<file path="src/rtl/pht_update_scheduler.sv">
// -----------------------------------------------------------------------------
// pht_update_scheduler
//
// Purpose:
//   Moves 2-bit pattern-history-table counter updates from branch resolution
//   onto the banked PHT write ports. A write is never issued to a bank that a
//   fetch-side read is using in the same cycle. Updates that cannot be written
//   immediately are held in an in-order circular queue and drained as soon as
//   their bank is free. Program order is preserved: the queue drains strictly
//   in order, and a newly arriving update never overtakes queued ones.
//
// Optional feature:
//   RSD_PHT_UPDATE_BYPASS_EN - when defined, updates that arrive while the queue
//   is empty may be written in the same cycle (zero-latency bypass). When it is
//   undefined, every valid update goes through the queue, so the minimum
//   latency is one cycle.
//
// Ports:
//   clk        in   clock; all state changes on the rising edge
//   rst_n      in   asynchronous active-low reset
//   rdValid    in   [READ_NUM]            fetch read port i active this cycle
//   rdIndex    in   [READ_NUM*INDEX_WIDTH] fetch read indices (slot i at i*INDEX_WIDTH)
//   upValid    in   [WRITE_NUM]           update slot i valid (slot 0 is oldest)
//   upIndex    in   [WRITE_NUM*INDEX_WIDTH] update PHT indices
//   upValue    in   [WRITE_NUM*2]         new 2-bit counter values
//   wrValid    out  [WRITE_NUM]           PHT write port j active
//   wrIndex    out  [WRITE_NUM*INDEX_WIDTH] write indices (0 on unused ports)
//   wrValue    out  [WRITE_NUM*2]         write values (0 on unused ports)
//   count      out  queue occupancy
//   full       out  count == QUEUE_SIZE
//   dropped    out  one or more updates discarded this cycle (combinational)
//   dropCount  out  [16] saturating total of discarded updates
// -----------------------------------------------------------------------------
module pht_update_scheduler #(
  parameter int READ_NUM    = 2,
  parameter int WRITE_NUM   = 2,
  parameter int INDEX_WIDTH = 10,
  parameter int BANK_BITS   = 1,
  parameter int QUEUE_SIZE  = 32
) (
  input  logic                             clk,
  input  logic                             rst_n,
  input  logic [READ_NUM-1:0]              rdValid,
  input  logic [READ_NUM*INDEX_WIDTH-1:0]  rdIndex,
  input  logic [WRITE_NUM-1:0]             upValid,
  input  logic [WRITE_NUM*INDEX_WIDTH-1:0] upIndex,
  input  logic [WRITE_NUM*2-1:0]           upValue,
  output logic [WRITE_NUM-1:0]             wrValid,
  output logic [WRITE_NUM*INDEX_WIDTH-1:0] wrIndex,
  output logic [WRITE_NUM*2-1:0]           wrValue,
  output logic [$clog2(QUEUE_SIZE+1)-1:0]  count,
  output logic                             full,
  output logic                             dropped,
  output logic [15:0]                      dropCount
);

  localparam int PTR_W    = (QUEUE_SIZE > 1) ? $clog2(QUEUE_SIZE) : 1;
  localparam int CNT_W    = $clog2(QUEUE_SIZE+1);
  localparam int BANK_NUM = 1 << BANK_BITS;
  localparam int SLOT_W   = $clog2(WRITE_NUM+1);

  // ---------------------------------------------------------------------------
  // Helper functions
  // ---------------------------------------------------------------------------
  function automatic logic [BANK_BITS-1:0] f_bank(input logic [INDEX_WIDTH-1:0] idx);
    return idx[BANK_BITS-1:0];
  endfunction

  // Advance a queue pointer by k (k never exceeds QUEUE_SIZE), wrapping at
  // QUEUE_SIZE so that non-power-of-two depths also work.
  function automatic logic [PTR_W-1:0] f_wrap(input logic [PTR_W-1:0] ptr, input int k);
    int s;
    s = int'(ptr) + k;
    if (s >= QUEUE_SIZE) s = s - QUEUE_SIZE;
    return PTR_W'(s);
  endfunction

  function automatic logic [15:0] f_satAdd(input logic [15:0] a, input logic [SLOT_W-1:0] b);
    logic [16:0] s;
    s = {1'b0, a} + 17'(b);
    return s[16] ? 16'hFFFF : s[15:0];
  endfunction

  // ---------------------------------------------------------------------------
  // State
  // ---------------------------------------------------------------------------
  logic [INDEX_WIDTH-1:0] r_qIndex [QUEUE_SIZE];
  logic [1:0]             r_qValue [QUEUE_SIZE];
  logic [PTR_W-1:0]       r_head;
  logic [PTR_W-1:0]       r_tail;
  logic [CNT_W-1:0]       r_count;
  logic [15:0]            r_dropCount;

  // ---------------------------------------------------------------------------
  // Combinational signals
  // ---------------------------------------------------------------------------
  logic [BANK_NUM-1:0]              w_rdBusy;
  logic [WRITE_NUM-1:0]             w_wrValid;
  logic [WRITE_NUM*INDEX_WIDTH-1:0] w_wrIndex;
  logic [WRITE_NUM*2-1:0]           w_wrValue;
  logic [SLOT_W-1:0]                w_drainNum;
  logic [WRITE_NUM-1:0]             w_enqReq;
  logic [WRITE_NUM-1:0]             w_enqSel;
  logic [PTR_W-1:0]                 w_enqPtr [WRITE_NUM];
  logic [SLOT_W-1:0]                w_enqNum;
  logic [SLOT_W-1:0]                w_dropNum;
  logic                             w_unusedRdBits;

  // Only the bank bits of a read index matter here; the rest go to the RAM.
  assign w_unusedRdBits = ^rdIndex;

  // Banks occupied by this cycle's fetch reads.
  always_comb begin
    w_rdBusy = '0;
    for (int i = 0; i < READ_NUM; i++) begin
      if (rdValid[i]) w_rdBusy[f_bank(rdIndex[i*INDEX_WIDTH +: INDEX_WIDTH])] = 1'b1;
    end
  end

  // ---------------------------------------------------------------------------
  // Write-port grant: in-order drain first, then (optionally) bypass.
  // ---------------------------------------------------------------------------
  always_comb begin
    logic [BANK_NUM-1:0]    busy;
    logic                   stop;
    logic [SLOT_W-1:0]      nGrant;
    logic [PTR_W-1:0]       ptr;
    logic [INDEX_WIDTH-1:0] idx;

    w_wrValid  = '0;
    w_wrIndex  = '0;
    w_wrValue  = '0;
    w_drainNum = '0;
    w_enqReq   = '0;
    busy       = w_rdBusy;
    stop       = 1'b0;
    nGrant     = '0;
    ptr        = '0;
    idx        = '0;

    // Drain: the first blocked entry stops the drain so that no later entry
    // can overtake it. Because of that, drained entries fill ports 0..n-1
    // contiguously and port number equals queue offset.
    for (int k = 0; k < WRITE_NUM; k++) begin
      ptr = f_wrap(r_head, k);
      idx = r_qIndex[ptr];
      if (!stop && (k < int'(r_count))) begin
        if (busy[f_bank(idx)]) begin
          stop = 1'b1;
        end else begin
          w_wrValid[k]                          = 1'b1;
          w_wrIndex[k*INDEX_WIDTH +: INDEX_WIDTH] = idx;
          w_wrValue[k*2 +: 2]                   = r_qValue[ptr];
          busy[f_bank(idx)]                     = 1'b1;
          nGrant                                = nGrant + SLOT_W'(1);
        end
      end
    end
    w_drainNum = nGrant;

`ifdef RSD_PHT_UPDATE_BYPASS_EN
    // Bypass only when nothing is queued; once one update misses, it and all
    // younger slots go to the queue to keep per-index program order.
    stop = (r_count != '0);
    for (int i = 0; i < WRITE_NUM; i++) begin
      if (upValid[i]) begin
        idx = upIndex[i*INDEX_WIDTH +: INDEX_WIDTH];
        if (!stop && (int'(nGrant) < WRITE_NUM) && !busy[f_bank(idx)]) begin
          for (int j = 0; j < WRITE_NUM; j++) begin
            if (j == int'(nGrant)) begin
              w_wrValid[j]                          = 1'b1;
              w_wrIndex[j*INDEX_WIDTH +: INDEX_WIDTH] = idx;
              w_wrValue[j*2 +: 2]                   = upValue[i*2 +: 2];
            end
          end
          busy[f_bank(idx)] = 1'b1;
          nGrant            = nGrant + SLOT_W'(1);
        end else begin
          stop        = 1'b1;
          w_enqReq[i] = 1'b1;
        end
      end
    end
`else
    w_enqReq = upValid;
`endif
  end

  // ---------------------------------------------------------------------------
  // Enqueue selection. Slots freed by this cycle's drain are usable for this
  // cycle's enqueue. Keeping the first 'cap' requests in slot order is the
  // same as dropping the highest slots first.
  // ---------------------------------------------------------------------------
  always_comb begin
    int                cap;
    logic [SLOT_W-1:0] n;

    cap       = QUEUE_SIZE - int'(r_count) + int'(w_drainNum);
    n         = '0;
    w_enqSel  = '0;
    w_dropNum = '0;
    for (int i = 0; i < WRITE_NUM; i++) begin
      w_enqPtr[i] = f_wrap(r_tail, int'(n));
      if (w_enqReq[i]) begin
        if (int'(n) < cap) begin
          w_enqSel[i] = 1'b1;
          n           = n + SLOT_W'(1);
        end else begin
          w_dropNum = w_dropNum + SLOT_W'(1);
        end
      end
    end
    w_enqNum = n;
  end

  // ---------------------------------------------------------------------------
  // Queue payload storage (no reset: occupancy is tracked by the pointers)
  // ---------------------------------------------------------------------------
  always_ff @(posedge clk) begin
    for (int i = 0; i < WRITE_NUM; i++) begin
      if (w_enqSel[i]) begin
        r_qIndex[w_enqPtr[i]] <= upIndex[i*INDEX_WIDTH +: INDEX_WIDTH];
        r_qValue[w_enqPtr[i]] <= upValue[i*2 +: 2];
      end
    end
  end

  // ---------------------------------------------------------------------------
  // Queue control state
  // ---------------------------------------------------------------------------
  always_ff @(posedge clk or negedge rst_n) begin
    if (!rst_n) begin
      r_head      <= '0;
      r_tail      <= '0;
      r_count     <= '0;
      r_dropCount <= '0;
    end else begin
      r_head      <= f_wrap(r_head, int'(w_drainNum));
      r_tail      <= f_wrap(r_tail, int'(w_enqNum));
      r_count     <= r_count - CNT_W'(w_drainNum) + CNT_W'(w_enqNum);
      r_dropCount <= f_satAdd(r_dropCount, w_dropNum);
    end
  end

  // ---------------------------------------------------------------------------
  // Outputs. Writes and the drop pulse are forced off while reset is held,
  // since the grant logic would otherwise bypass live inputs to the RAM.
  // ---------------------------------------------------------------------------
  assign wrValid   = rst_n ? w_wrValid : '0;
  assign wrIndex   = rst_n ? w_wrIndex : '0;
  assign wrValue   = rst_n ? w_wrValue : '0;
  assign dropped   = rst_n & (w_dropNum != '0);
  assign count     = r_count;
  assign full      = (r_count == CNT_W'(QUEUE_SIZE));
  assign dropCount = r_dropCount;

endmodule

</file>
<file path="config.mk">
export PLATFORM = sky130hd
export DESIGN_NAME = pht_update_scheduler
export DESIGN_NICKNAME = d
export VERILOG_FILES = /design/src/rtl/pht_update_scheduler.sv
export SDC_FILE = /design/constraint.sdc
export NUM_CORES = 1
export LEC_CHECK = 0
export BUFFER_PORTS_ARGS = -buffer_cell sky130_fd_sc_hd__buf_2
export CORE_UTILIZATION = 30
export CTS_BUF_LIST = sky130_fd_sc_hd__clkbuf_16
export CTS_CLUSTER_DIAMETER = 30
export DETAILED_ROUTE_END_ITERATION = 12
export MAX_ROUTING_LAYER = met4
export PLACE_DENSITY = 0.43
export SLEW_MARGIN = 20
export SYNTH_ARGS = -nofsm -noshare
export SYNTH_HDL_FRONTEND = slang
export SYNTH_SLANG_ARGS = --single-unit
</file>
<file path="constraint.sdc">
create_clock -name clk -period 11.4 [get_ports clk]
set_input_delay 1.14 -clock clk [delete_from_list [all_inputs] [get_ports clk]]
set_output_delay 1.14 -clock clk [all_outputs]
set_load 0.05 [all_outputs]
</file>
==> results of run 1 <==
[critical path, delay by kind of cell, from the launching register on]
family | cells | cell delay [ps]
AND/OR/NAND/NOR | 13 | 2940
multiplexers | 5 | 1870
AO/OA/AOI/OAI | 7 | 1780
adder cells (fa/ha/maj) | 5 | 1290
flip-flops | 1 | 940
buffers and inverters | 2 | 850
[cells in the mapped netlist, types with 8 or more instances]
cell	instances
buf_2	9
mux2_1	69
o21ai_0	8
a21oi_1	12
buf_1	24
clkbuf_1	117
inv_1	22
ha_1	26
mux2_2	311
o31ai_1	33
nand2_1	41
mux2i_1	33
mux4_2	234
edfxtp_1	384
o21ai_2	25
nand3_1	20
nor3_1	36
xnor2_1	19
buf_4	30
xor2_1	16
dfrtp_1	32
nand2b_1	8
mux2_4	9
nor2_1	50
[metrics by stage]
stage	utilization, %	instances	power, mW
3_3_place_gp	32.77	2773	6.805
5_1_grt	37.94	3009	10.78
2_1_floorplan	-	1668	5.285
4_1_cts	37.91	3007	10.43
3_5_place_dp	32.77	2773	6.821
6_report	37.95	3012	10.35
[metal layers]
metal,up-vias,part of all wire (%),track usage (%)
li1,7024,-,-
met1,8959,43,27.82
met2,614,48,34.12
met3,146,5.6,3.728
met4,0,2.6,7.254
met5,-,0,-
[area by class of cell]
cell class,count,area [um2],area share (%)
Timing Repair Buffer,149,939.7,2.894
Inverter,24,90.09,0.2775
Sequential cell,416,12340,38.01
Tap cell,1144,1431,4.409
Clock inverter,103,1117,3.442
Antenna cell,3,7.507,0.02312
Multi-Input combinational cell,1042,13260,40.84
Clock buffer,131,3278,10.10
[worst max path at each step]
stage	start	endpoint	slack (ps)	cells after the start
after global routing	r_head[0]	dropCount[5]	680	33
after detailed placement	r_head[0]	dropCount[8]	1520	32
after CTS	r_head[0]	dropCount[5]	1430	32
after global placement	r_head[0]	dropCount[8]	1590	32
after floorplan	r_head[1]	dropCount[8]	3120	35
final	r_head[0]	dropCount[5]	1530	32
[state kept, by name, indices dropped and copies added, names as in the netlist]
name       count
count          6
dropCount     16
r_head         5
r_qIndex     320
r_qValue      64
r_tail         5
[cell usage in the layout (no fill, tap or decap), types with 16 or more instances in the layout]
cell type,instances
buf_2,81
buf_4,65
bufinv_16,16
clkbuf_16,131
clkinv_1,21
clkinv_2,16
dfrtp_1,29
edfxtp_1,384
ha_1,25
inv_1,50
mux2_1,69
mux2_2,311
mux2i_1,33
mux4_2,234
nand2_1,41
nand3_1,20
nor2_1,50
nor3_1,36
o21ai_2,28
o31ai_4,32
xnor2_1,18
[power by group through the flow]
stage	registers, mW	clock network, mW	logic [mW]
after global placement	2.11	0	4.69
after global routing	2.12	3.68	4.98
final	2.10	3.56	4.69
after CTS	2.10	3.60	4.73
after detailed placement	2.12	0	4.70
after floorplan	2.07	0	3.21
[cell families (layout without fill, tap and decap cells)]
logic type	Yosys count	count (layout)	share of synthesized area [%]
multiplexers	656	656	38.48
buffers and inverters	210	407	3.678
AO/OA/AOI/OAI	124	124	4.019
adder cells (fa/ha/maj)	30	30	1.519
XOR/XNOR	35	35	1.178
other	0	3	0
flip-flops	416	416	47.38
AND/OR/NAND/NOR	197	197	3.750
==> implementation parameters, run 1 <==
Parameter                              Value

Job
  Max_cap viols    0

Setup path
  CP startpoint kind    register
  Endpoint arrival time on the critical path    10380 ps
  Setup slack on the worst flop-to-flop path    1530 ps
  Launch instance of the worst register-to-register path    r_head[0]
  Sort of element at the end of the critical path    register
  Register-to-Register Path Depth    32
  Cell seen most often among critical-path stages    ha_1
  Delay of the slowest cell on the worst path    940 ps
  Cell with the largest stage delay on the worst path    dfrtp_4
  Endpoint of the worst-slack reg-to-reg timing path    dropCount[5]
  Crit Path Class    register to register
  Peak fanout along the critical path    54
  Worst path required time    11910 ps

Final layout
  Post-layout net count    1842
  Post-route cell area    32460 um2
  Filler cells    7940
  Area added between synthesis and finish    24.73%
  Fraction of final layout cells sized beyond drive strength 1    52.17%

Power and ir drop
  Part of the power in the clock network    34.4%
  Maximum vdd ir drop    0.0002180 V
  Areal power density over the cells    318.8 nW/um2
  Cell leakage power    11.36 nW
  Switching power summed over all nets    4.135 mW
  Switching share of power    39.96%
  Internal power component    6.212 mW
  Comb power frac    45.4%
  Sequential fraction of design power    20.3%

Die
  Die area    87940 um2
  Height of the die    296.5 um
  Die Width    296.5 um
  Initial standard-cell utilization of the core    30.42%
  Number of primary I/O pins    100
  Site row count    107
  Standard cell core area    85550 um2

Timing
  Final worst-path setup slack    1533 ps
  Fmax achieved    0.1013 GHz
  Fin crit period    9867 ps
  Tcrit/Tclk final    86.55%
  Hold Worst Slack    541.4 ps
  Actual transition at the worst max-transition pin    1151 ps
  Number of max-slew violations in the final report    0
  Number of endpoints with negative hold slack in the final report    0
  Worst relative slew slack    23.28%
  RSZ-0062 raised after global routing    no
  Max Clock Skew    50.57 ps
  Sum of negative setup slack    0 ps
  Final setup violation count    0

Synthesis
  Average footprint of a synthesized cell    15.60 um2
  Area leader, netlist    edfxtp_1
  Proportion of synthesized flip-flops having asynchronous set or reset    7.692%
  Synthesized flop and latch total    416
  Area share of the largest cell type after synthesis    44.30%
  Flip-flop cell with the highest count after synthesis    edfxtp_1
  Warnings from Yosys    0
  Post-synth cell types    75
  Post-synthesis sequential area ratio    47.38%
  Number of nets produced by synthesis    1747
  Post-synth EDFFs    384
  Cell count after synthesis    1668
  Post-synthesis instance area    26030 um2
  Top post-synthesis cells by area    edfxtp_1 44%, mux4_2 20%, mux2_2 13%

Hold path
  Worst hold start    dropCount[11]
  Hold Path Sink    dropCount[11]
  Hold Crit Class    register to register
  Min-Delay Path Depth    2

Global route
  Gr usage total    21.52%
  Pin count of the biggest net entering global routing    103
  Total gr overflow    0
  Vias in the first global route    17060
  Wire length of the first global-routing pass    127.8 mm
  Antenna violations before repair    2

Clocking
  Clock tree from TritonCTS    built
  Number of buffers added by the clock tree synthesis step    130
  Clock latency on the worst-skew pair    710 ps
  CTS sink count    416
  Number of buffers on the longest clock path    3
  Post-CTS repair timing setup buffer count    0
  Buffer type at the clock tree root    clkbuf_16
  Clock edge transition at the registers on the reported setup and hold paths    40 ps
  H-tree levels    4
  Hold-fix buffers at CTS    0
  # resized after CTS    0

Detailed routing
  Routed Wire Length    90.91 mm
  Remaining antenna violation count    0
  Pre-antenna DRT Iters    6
  Vias post-DR    16740
  Average routed wire per standard cell    30.18 um
  Via count normalized by instance count    5.559
  Initial drt markers    1400
  Residual DRC    0

Placed design
  Number of I/O port buffers    81
  DP Wirelength    54.52 mm
  Standard cell area after detailed placement    28030 um2
  Worst setup timing slack at the placement stage    1519 ps
  RD Place Congestion    0.8180

Status
  Outcome    finished clean
(Power assumes the default switching activity.)
==> run 2: changes to the inputs <==
Settings changed: RECOVER_POWER set to 100.
==> implementation parameters, run 2 (same netlist as run 1, synthesis figures left out) <==
Parameter                              Value

Clocking
  CTS sink count    416 (unchanged)
  Number of buffers on the longest clock path    3 (unchanged)
  H-tree levels    4 (unchanged)
  Number of buffers added by the clock tree synthesis step    130 (unchanged)
  Clock latency on the worst-skew pair    710 ps (about the same)
  Post-CTS repair timing setup buffer count    0 (unchanged)
  # resized after CTS    0 (unchanged)
  Hold-fix buffers at CTS    0 (unchanged)
  Clock tree from TritonCTS    built
  Buffer type at the clock tree root    clkbuf_16
  Clock edge transition at the registers on the reported setup and hold paths    40 ps (about the same)

Detailed routing
  Initial drt markers    1389 (-0.79%)
  Vias post-DR    16700 (-0.26%)
  Routed Wire Length    90.99 mm (about the same)
  Via count normalized by instance count    5.539 (-0.36%)
  Pre-antenna DRT Iters    7 (+1)
  Residual DRC    0 (unchanged)
  Remaining antenna violation count    0 (unchanged)
  Average routed wire per standard cell    30.18 um (about the same)

Global route
  Gr usage total    21.52% (unchanged)
  Total gr overflow    0 (unchanged)
  Wire length of the first global-routing pass    127.8 mm (unchanged)
  Pin count of the biggest net entering global routing    103 (unchanged)
  Antenna violations before repair    1 (-1)
  Vias in the first global route    17060 (unchanged)

Die
  Site row count    107 (unchanged)
  Height of the die    296.5 um (unchanged)
  Die Width    296.5 um (unchanged)
  Number of primary I/O pins    100 (unchanged)
  Standard cell core area    85550 um2 (unchanged)
  Die area    87940 um2 (unchanged)
  Initial standard-cell utilization of the core    30.42% (unchanged)

Timing
  Tcrit/Tclk final    91.31% (+4.8 points)
  Actual transition at the worst max-transition pin    2184 ps (+1033 ps)
  Fmax achieved    0.09607 GHz (-5.2%)
  Final setup violation count    0 (unchanged)
  Sum of negative setup slack    0 ps (unchanged)
  Fin crit period    10410 ps (+542.1 ps)
  Hold Worst Slack    548.5 ps (+7.134 ps)
  Number of max-slew violations in the final report    257 (+257)
  Max Clock Skew    47.44 ps (-3.135 ps)
  Final worst-path setup slack    990.6 ps (-542.1 ps)
  Worst relative slew slack    -45.57% (-69 points)
  Number of endpoints with negative hold slack in the final report    0 (unchanged)
  RSZ-0062 raised after global routing    no

Setup path
  Cell with the largest stage delay on the worst path    clkbuf_1
  Cell seen most often among critical-path stages    ha_1
  CP startpoint kind    register
  Delay of the slowest cell on the worst path    1170 ps (+230 ps)
  Peak fanout along the critical path    54 (unchanged)
  Worst path required time    11810 ps (-100 ps)
  Setup slack on the worst flop-to-flop path    990 ps (-540 ps)
  Sort of element at the end of the critical path    register
  Crit Path Class    register to register
  Endpoint arrival time on the critical path    10820 ps (+440 ps)

Final layout
  Flip-flop count of the largest register after layout    320 (unchanged)
  Post-layout net count    1842 (unchanged)
  Non-filler cells in the finished layout    3015 (+0.10%)
  Leading cell type in the layout, fill and taps excluded    edfxtp_1
  Area added between synthesis and finish    23.36%
  Commonest cells after routing, fill and taps aside    384 x edfxtp_1, 310 x mux2_2, 234 x mux4_2, 131 x clkbuf_16, 77 x mux2_1
  Fraction of final layout cells sized beyond drive strength 1    47.24% (-4.9 points)
  Post-route cell area    32110 um2 (-1.1%)
  Finished Core Util    37.53% (-0.42 points)

Placed design
  Placed Instances    2773 (unchanged)
  Number of I/O port buffers    81 (unchanged)
  RD Place Congestion    0.8180 (unchanged)
  DP Wirelength    54.52 mm (unchanged)
  Worst setup timing slack at the placement stage    1519 ps (unchanged)
  Standard cell area after detailed placement    28030 um2 (unchanged)

Power and ir drop
  Total power    10.25 mW (-0.92%)
  Maximum vdd ir drop    0.0002141 V (-1.8%)
  Cell leakage power    11.02 nW (-2.9%)
  Areal power density over the cells    319.3 nW/um2 (+0.18%)

Status
  Failing checks    capacitance limit, slew limit
  Outcome    complete, but fails checks

Job
  Max_cap viols    18 (+18)

Hold path
  Hold Crit Class    register to register
run 2: routing by layer:
layer,global-route usage [%],share of wire [%]
met5,-,0
met2,34.12,48
met4,7.254,2.5
met1,27.82,44
met3,3.728,5.5
run 2: worst paths after layout:
kind                              endpoint          start  cells after the start
max                        r_qIndex[30][1]      r_head[0]                     29
min                          dropCount[11]  dropCount[11]                      2
max reg2reg                r_qIndex[30][1]      r_head[0]                     29
min reg2reg                  dropCount[11]  dropCount[11]                      2
max in group asynchronous        r_head[1]          rst_n                      1
min in group asynchronous        r_head[0]          rst_n                      1
run 2: layout make-up:
| class | instances | area (um2) |
|---|---|---|
| flip-flops and latches | 416 | 12340 |
| clock inverters | 103 | 1117 |
| fillers | 8018 | 53440 |
| clock buffers | 131 | 3278 |
| repair buffers | 149 | 763.2 |
| inverters | 24 | 90.09 |
| well taps | 1144 | 1431 |
| diodes | 6 | 15.01 |
| multi-input cells | 1042 | 13070 |
run 2: where the power goes:
| group | switching, mW | internal (mW) | total [mW] |
|---|---|---|---|
| sequential | 0.195 | 1.90 | 2.10 |
| clock | 1.11 | 2.45 | 3.55 |
| combinational | 2.78 | 1.83 | 4.60 |
| total | 4.08 | 6.17 | 10.3 |
run 2: worst max-delay path, delay by kind of cell (launching register included):
kind / cells / cell delay [ps]
fa+ha+maj: 4 / 880
compound gates: 6 / 1860
mux: 5 / 1810
xor+xnor: 1 / 170
simple gates: 8 / 1900
buf+inv: 5 / 2500
flops: 1 / 930
==> run 3: changes to the inputs <==
Settings changed: CORE_UTILIZATION 30 to 50, PLACE_DENSITY 0.43 to 0.65.
==> implementation parameters, run 3 (same netlist as run 1, synthesis figures left out) <==
Parameter                              Value

Status
  Outcome    complete, but fails checks
  Failing checks    capacitance limit, slew limit

Final layout
  Filler cells    3932 (-51%)
  Storage cell area    12340 um2 (about the same)
  Area used by multi-input combinational logic    12790 um2 (-2.2%)
  Fraction of final layout cells sized beyond drive strength 1    46.69% (-0.55 points)
  Post-layout net count    1804 (-2.1%)
  Flip-flop count of the largest register after layout    320 (unchanged)
  Commonest cells after routing, fill and taps aside    384 x edfxtp_1, 311 x mux2_2, 234 x mux4_2, 105 x clkbuf_16, 71 x clkbuf_1
  Post-route cell area    30220 um2 (-5.9%)
  Leading cell type in the layout, fill and taps excluded    edfxtp_1
  Area added between synthesis and finish    16.10%

Setup path
  Register-to-Register Path Depth    27 (-6.9%)
  Worst path required time    11650 ps (-160 ps)
  Depth of the critical timing path with buffers and inverters included    27 (-6.9%)
  Launch instance of the worst register-to-register path    r_head[1]
  CP startpoint kind    register
  Worst Path Buf+Inv    4 (-1)
  Sort of element at the end of the critical path    register
  Kind of cell adding the most delay to the critical path    compound AO/OA/AOI/OAI gates
  Cell seen most often among critical-path stages    ha_1
  Crit Path Class    register to register
  Delay of the slowest cell on the worst path    1080 ps (-90 ps)
  Worst setup path startpoint    r_head[1]
  Cell with the largest stage delay on the worst path    o2111ai_1
  Peak fanout along the critical path    35 (-35%)
  Endpoint arrival time on the critical path    10760 ps (-60 ps)

Die
  Number of primary I/O pins    100 (unchanged)
  Initial standard-cell utilization of the core    50.63% (+20 points)
  Die Width    230.2 um (-22%)
  Height of the die    230.2 um (-22%)
  Die area    52970 um2 (-40%)
  Standard cell core area    51410 um2 (-40%)
  Site row count    83 (-22%)

Timing
  Fmax achieved    0.09513 GHz (-0.97%)
  Final worst-path setup slack    888.3 ps (-102.3 ps)
  Number of endpoints with negative hold slack in the final report    0 (unchanged)
  Tcrit/Tclk final    92.21% (+0.90 points)
  Sum of negative setup slack    0 ps (unchanged)
  RSZ-0062 raised after global routing    no
  Number of max-slew violations in the final report    346 (+35%)
  Final setup violation count    0 (unchanged)
  Actual transition at the worst max-transition pin    3260 ps (+1076 ps)
  Max Clock Skew    31.65 ps (-15.78 ps)
  Hold Worst Slack    559.9 ps (+11.37 ps)
  Worst relative slew slack    -119.6% (-74 points)
  Fin crit period    10510 ps (+102.3 ps)

Detailed routing
  Vias post-DR    16900 (+1.2%)
  Routed Wire Length    78.22 mm (-14%)
  Initial drt markers    1938 (+40%)
  Via count normalized by instance count    6.778 (+22%)
  Remaining antenna violation count    0 (unchanged)
  Residual DRC    0 (unchanged)
  Pre-antenna DRT Iters    5 (-2)
  Average routed wire per standard cell    31.38 um (+4.0%)

Clocking
  Buffer type at the clock tree root    clkbuf_16
  CTS sink count    416 (unchanged)
  # resized after CTS    0 (unchanged)
  Number of buffers on the longest clock path    3 (unchanged)
  H-tree levels    3 (-1)
  Clock edge transition at the registers on the reported setup and hold paths    40 ps (about the same)
  Number of buffers added by the clock tree synthesis step    101 (-22%)
  Clock tree from TritonCTS    built
  Clock latency on the worst-skew pair    640 ps (-70 ps)
  Post-CTS repair timing setup buffer count    0 (unchanged)
  Hold-fix buffers at CTS    0 (unchanged)

Placed design
  DP Wirelength    47.27 mm (-13%)
  RD Place Congestion    0.8366 (+2.3%)
  Number of I/O port buffers    81 (unchanged)
  Standard cell area after detailed placement    27150 um2 (-3.1%)
  Worst setup timing slack at the placement stage    1612 ps (+93.01 ps)

Global route
  Gr usage total    30.58% (+9.1 points)
  Vias in the first global route    17050 (-0.023%)
  Pin count of the biggest net entering global routing    69 (-33%)
  Wire length of the first global-routing pass    113.0 mm (-12%)
  Total gr overflow    0 (unchanged)
  Antenna violations before repair    2 (+1)

Power and ir drop
  Cell leakage power    10.46 nW (-5.1%)
  Total power    9.332 mW (-9.0%)
  Areal power density over the cells    308.8 nW/um2 (-3.3%)
  Maximum vdd ir drop    0.0002063 V (-3.6%)

Job
  Max_cap viols    25 (+7)

Hold path
  Hold Crit Class    register to register
  Worst hold start    dropCount[12]
  Min-Delay Path Depth    1 (-1)
[run 3: routing by layer]
layer  up-vias  global-route usage [%]  part of all wire [%]
met3       183                   6.572                   9.8
met5         -                       -                     0
met2       980                   46.64                    48
met4         0                   12.42                   3.7
li1       6912                       -                     -
met1      8823                   39.90                    39
[run 3: stage by stage]
stage,util [%],std cells
detailed placement,52.82,2302
floorplan,-,1668
finish,58.79,2493
global route,58.78,2492
global placement,52.71,2302
CTS,59.54,2490
[run 3: power by group]
part | switching, mW | internal (mW) | total [mW]
logic | 2.51 | 1.81 | 4.32
clock network | 0.902 | 1.99 | 2.89
registers | 0.216 | 1.90 | 2.12
[run 3: final cells by class]
type / instances / area share (%)
Inverter: 24 / 0.2981
Antenna cell: 3 / 0.02484
Timing Repair Buffer: 140 / 2.269
Clock inverter: 83 / 2.733
Sequential cell: 416 / 40.84
Multi-Input combinational cell: 1042 / 42.32
Tap cell: 680 / 2.816
Clock buffer: 105 / 8.695
[run 3: final timing paths]
kind / end / slack (ps)
min in group asynchronous: count[4] / 1090
min reg2reg: dropCount[12] / 560
max in group asynchronous: r_head[0] / 8870
max reg2reg: r_qIndex[8][3] / 890
min: dropCount[12] / 560
max: r_qIndex[8][3] / 890
